### src/rtl/count_event_capture_pkg.sv
// count_event_pkg: event type codes and record width for count_event_capture.
// Defining COUNT_EVENT_TS_EN appends a timestamp field to each record.
package count_event_pkg;
    localparam logic [1:0] EV_CLEAR = 2'b00;
    localparam logic [1:0] EV_MATCH = 2'b01;
    localparam logic [1:0] EV_WRAP  = 2'b10;
    localparam logic [1:0] EV_BOTH  = 2'b11;
`ifdef COUNT_EVENT_TS_EN
    localparam bit TS_EN = 1'b1;
`else
    localparam bit TS_EN = 1'b0;
`endif
    function automatic int rec_w(input int cnt_w, input int ts_w);
        return 2 + cnt_w + (TS_EN ? ts_w : 0);
    endfunction
endpackage

### src/rtl/event_fifo.sv
// event_fifo: pointer-based FIFO with a registered head-of-queue output.
module event_fifo #(
    parameter int WIDTH = 10,
    parameter int DEPTH = 8
) (
    input  logic             clk,
    input  logic             reset,
    input  logic             push,
    input  logic [WIDTH-1:0] din,
    input  logic             pop,
    output logic             full,
    output logic             empty,
    output logic [WIDTH-1:0] dout
);
    localparam int AW = $clog2(DEPTH);
    localparam int PW = AW + 1;
    logic [WIDTH-1:0] mem [DEPTH];
    logic [PW-1:0] wr, rd, nrd;
    logic push_ok, pop_ok;
    assign full    = wr[AW] != rd[AW] && wr[AW-1:0] == rd[AW-1:0];
    assign empty   = wr == rd;
    assign pop_ok  = pop && !empty;
    assign push_ok = push && (!full || pop_ok);
    assign nrd     = rd + PW'(pop_ok);
    always_ff @(posedge clk)
        if (push_ok) mem[wr[AW-1:0]] <= din;
    // The next head is forwarded from din when it is the slot written this edge.
    always_ff @(posedge clk or negedge reset)
        if (!reset) begin
            wr   <= '0;
            rd   <= '0;
            dout <= '0;
        end else begin
            wr   <= wr + PW'(push_ok);
            rd   <= nrd;
            dout <= (push_ok && nrd == wr) ? din : mem[nrd[AW-1:0]];
        end
endmodule

### src/rtl/count_event_capture.sv
// count_event_capture: logs wrap/match/clear events of a counter into a FIFO.
// Defining COUNT_EVENT_TS_EN appends a free-running timestamp to each record.
module count_event_capture
    import count_event_pkg::*;
#(
    parameter int CNT_W = 8,
    parameter int DEPTH = 8,
    parameter int TS_W  = 16
) (
    input  logic                              clk,
    input  logic                              reset,
    input  logic [CNT_W-1:0]                  count,
    input  logic                              cmp_en,
    input  logic [CNT_W-1:0]                  cmp_val,
    input  logic                              out_ready,
    output logic                              out_valid,
    output logic [rec_w(CNT_W, TS_W)-1:0]     out_data,
    output logic                              overflow,
    output logic [7:0]                        drop_cnt,
    input  logic                              clr_ovf
);
    localparam int REC_W = rec_w(CNT_W, TS_W);
    localparam logic [CNT_W-1:0] ONES = '1;
    logic [CNT_W-1:0] prev_cnt;
    logic wrap, match, clear, ev, pop, full, empty, drop;
    logic [1:0] ev_type;
    logic [REC_W-1:0] rec;
    always_comb begin
        wrap    = prev_cnt == ONES && count == '0;
        match   = count != prev_cnt && cmp_en && count == cmp_val;
        clear   = count == '0 && prev_cnt != '0 && prev_cnt != ONES;
        ev      = wrap || match || clear;
        ev_type = wrap ? (match ? EV_BOTH : EV_WRAP) : (match ? EV_MATCH : EV_CLEAR);
    end
    assign out_valid = !empty;
    assign pop       = out_valid && out_ready;
    assign drop      = ev && full && !pop;
`ifdef COUNT_EVENT_TS_EN
    logic [TS_W-1:0] ts;
    always_ff @(posedge clk or negedge reset)
        if (!reset) ts <= '0;
        else ts <= ts + 1'b1;
    assign rec = {ev_type, count, ts};
`else
    assign rec = {ev_type, count};
`endif
    always_ff @(posedge clk or negedge reset)
        if (!reset) begin
            prev_cnt <= '0;
            overflow <= 1'b0;
            drop_cnt <= '0;
        end else begin
            prev_cnt <= count;
            overflow <= drop || (overflow && !clr_ovf);
            drop_cnt <= clr_ovf ? {7'd0, drop} : drop_cnt + 8'(drop && drop_cnt != 8'hff);
        end
    event_fifo #(.WIDTH(REC_W), .DEPTH(DEPTH)) u_fifo (
        .clk   (clk),
        .reset (reset),
        .push  (ev),
        .din   (rec),
        .pop   (pop),
        .full  (full),
        .empty (empty),
        .dout  (out_data)
    );
endmodule

### config.mk
export PLATFORM = sky130hd
export DESIGN_NAME = count_event_capture
export DESIGN_NICKNAME = d
export VERILOG_FILES = /design/src/rtl/count_event_capture_pkg.sv /design/src/rtl/event_fifo.sv /design/src/rtl/count_event_capture.sv
export SDC_FILE = /design/constraint.sdc
export NUM_CORES = 1
export LEC_CHECK = 0
export BUFFER_PORTS_ARGS = -buffer_cell sky130_fd_sc_hd__clkbuf_2
export CORE_ASPECT_RATIO = 0.5
export CORE_UTILIZATION = 30
export CTS_CLUSTER_DIAMETER = 100
export DETAILED_ROUTE_END_ITERATION = 12
export MAX_ROUTING_LAYER = met4
export SLEW_MARGIN = 20
export SYNTH_ARGS = -nofsm -noshare
export SYNTH_HDL_FRONTEND = slang
export SYNTH_SLANG_ARGS = --single-unit
### constraint.sdc
create_clock -name clk -period 3.14 [get_ports clk]
set_input_delay 0.471 -clock clk [delete_from_list [all_inputs] [get_ports clk]]
set_output_delay 0.471 -clock clk [all_outputs]
set_load 0.05 [all_outputs]
==> summary.txt <==
Largest family of logic cells by synthesized area - multiplexers
Post-synth EDFFs - 80
Largest net degree at the start of global routing - 36
Htree depth - 4
Worst-Margin Slew - 0.952 ns
Async set or reset register ratio after synthesis - 30.4%
Yosys warnings - 0
Dpl hpwl - 5.97 mm
Mux contribution to synthesized area - 11.9%
Hold Worst Slack - 0.202 ns
Commonest non-fill, non-tap cell in the layout - edfxtp_1
Adder-cell area share of the yosys netlist - 1.59%
Seq/Total Area, Yosys - 69.6%
Post-Synth Simple-Gate Area - 6.86%
FF-to-FF Start - u_fifo.rd[3]
GR Util All Layers - 13.8%
Worst-path maximum fanout - 9
Synth unique cells - 35
FP Rows - 31
First-pass GRT wire length - 15.4 mm
Pwr dens - 911 nW/um^2
Share of layout cells above drive strength 1 - 31.8%
Post-CTS Hold Fix Bufs - 0
TritonCTS Sinks - 115
M1 GR Usage - 16.9%
Setup TNS Final - 0 ns
Die height - 90.6 um
Fmax - 362 MHz
DR iter-0 viols - 149
Antenna violations before repair - 0
Top Usage Layer GRT - met2
Nets - 373
CTS buffer count - 17
Root Driver - clkbuf_16
Worst r2r path cells - 11
Minimum clock period - 2.76 ns
Status - completed
Cell Area, Synth - 4710 um^2
Clk_skew - 0.00805 ns
Setup Buffers After CTS - 0
Worst-Skew Late Latency - 0.41 ns
Via/cell ratio - 4.65
Slew Viols, Final - 0
Layout Utilization - 39.4%
CTS tree - yes
Worst Path Required - 3.47 ns
Worst slew margin - 36.6%
Seq cells post-synth - 115
Kind of critical path - flop to flop
Initial Util - 31.6%
Fin crit share - 87.9%
CTS resizes - 0
Worst VDD drop - 0.465 mV
Avg Cell Area, Syn - 16.8 um^2
R2R Setup Slk - 0.38 ns
RSZ-0062 raised after global routing - no
Routed length per instance - 17.6 um
Hold Fails Final Rpt - 0
Port Buffers - 40
M3 GR Usage - 4.12%
Main synth FF type - edfxtp_1
Compound-gate portion of the synthesized area - 2.50%
Drt pass-1 iters - 4
Worst-case clock buffer depth - 2
Commonest non-fill, non-tap cells in the layout - edfxtp_1 (80), clkbuf_2 (40), dfrtp_1 (35)
Leak pwr - 2.18 nW
DRC - 0
GR Layer Usage met2 - 21.1%
# Max-Cap Violations - 0
Critical R2R Capture - u_fifo.dout[5]
Die ar. - 16200 um^2
GPL Wtd Cong - 0.745
ANT nets after route - 0
Crit end category - flop
Setup-failing EPs final - 0
Type of the most critical hold path - input port to async pin
Synthesis-to-layout area growth - 24.6%
Post-Syn Instances - 280
Worst endpoint data arrival time - 3.09 ns
Vias in the first global route - 2721
IO Pins - 41
Detailed Route WL - 9.80 mm
CP Launch Type - flop
Worst-path clk slew - 0.06 ns
Post-Syn Nets - 307
Chip width - 179 um
Core Area - 14900 um^2
GRT overflow - 0
XOR/XNOR share of the synthesized area - 5.95%
# diodes - 0
Via count - 2592
[routing by layer]
layer | share of wire, % | vias up | wire, um
met2 | 48 | 57 | 4680
li1 | - | 1215 | -
met3 | 4.9 | 16 | 477
met4 | 1.5 | 0 | 151
met1 | 46 | 1304 | 4490
met5 | 0 | - | 0
[report_power, final]
part / switching (W) / leakage, nW / internal, W / total, W
clock network: 0.000708 / 0.295 / 0.00128 / 0.00198
registers: 0.0000587 / 1.17 / 0.00174 / 0.00180
logic: 0.000872 / 0.710 / 0.000691 / 0.00156
total: 0.00164 / 2.18 / 0.00370 / 0.00534
[synth_stat cells (6+ instances only)]
library cell / instances / area share [%]
buf_2: 6 / 0.64
dfrtp_1: 35 / 19
xor2_1: 8 / 1.5
mux2i_1: 10 / 2.1
nand3_1: 7 / 0.74
a21oi_1: 12 / 1.3
nor2_1: 11 / 0.88
edfxtp_1: 80 / 51
mux4_2: 20 / 9.6
nand4_1: 8 / 1.1
ha_1: 6 / 1.6
xnor2_1: 24 / 4.5
nor3_1: 15 / 1.6
[logic make-up after synthesis]
logic type      count (synthesis)
compound gates                 20
xor+xnor                       32
fa+ha+maj                       6
buf+inv                        15
flops                         115
mux                            31
simple gates                   61
[final cells by class]
type / count / area, um^2
fillers: 1380 / 9030
flip-flops and latches: 115 / 3280
multi-input cells: 150 / 1360
clock buffers: 18 / 439
repair buffers: 59 / 355
well taps: 198 / 248
clock inverters: 14 / 175
inverters: 3 / 11.3
[registers in the layout, summed over array words and instances (netlist names)]
name and cells:
u_fifo.mem 80, u_fifo.dout 10, drop_cnt 8, prev_cnt 8, u_fifo.rd 4, u_fifo.wr 4
overflow 1
[worst max path at each step]
stage / start / end / slack, ns
detailed placement: u_fifo.rd[3] / u_fifo.dout[5] / 0.40
floorplan: u_fifo.wr[0] / u_fifo.dout[9] / 0.03
global placement: count[3] / u_fifo.mem[2][3] / 0.50
CTS: u_fifo.rd[3] / u_fifo.dout[5] / 0.37
global route: u_fifo.rd[3] / u_fifo.dout[5] / 0.06
finish: u_fifo.rd[3] / u_fifo.dout[5] / 0.38
[worst max-delay path: stages (launching register included)]
cell and delay [ns]:
dfrtp_1 0.40, xnor2_1 0.31, nand4_1 0.17, and2_1 0.18, ha_1 0.20, ha_1 0.19, xor2_1 0.18, xor2_1 0.16
nor3_1 0.20, nand3_1 0.11, or2_1 0.37, a21oi_1 0.20
[per-stage QoR]
stage	cells	power (W)	cell area, um^2	setup WS [ns]
after floorplan	280	0.00300	4710	0.0275
after global placement	525	0.00339	5250	0.504
after detailed placement	525	0.00340	5250	0.400
after CTS	557	0.00538	5860	0.369
after global routing	557	0.00558	5860	0.0601
final	557	0.00534	5860	0.381
Note: power is estimated with default switching activity, not from simulation.
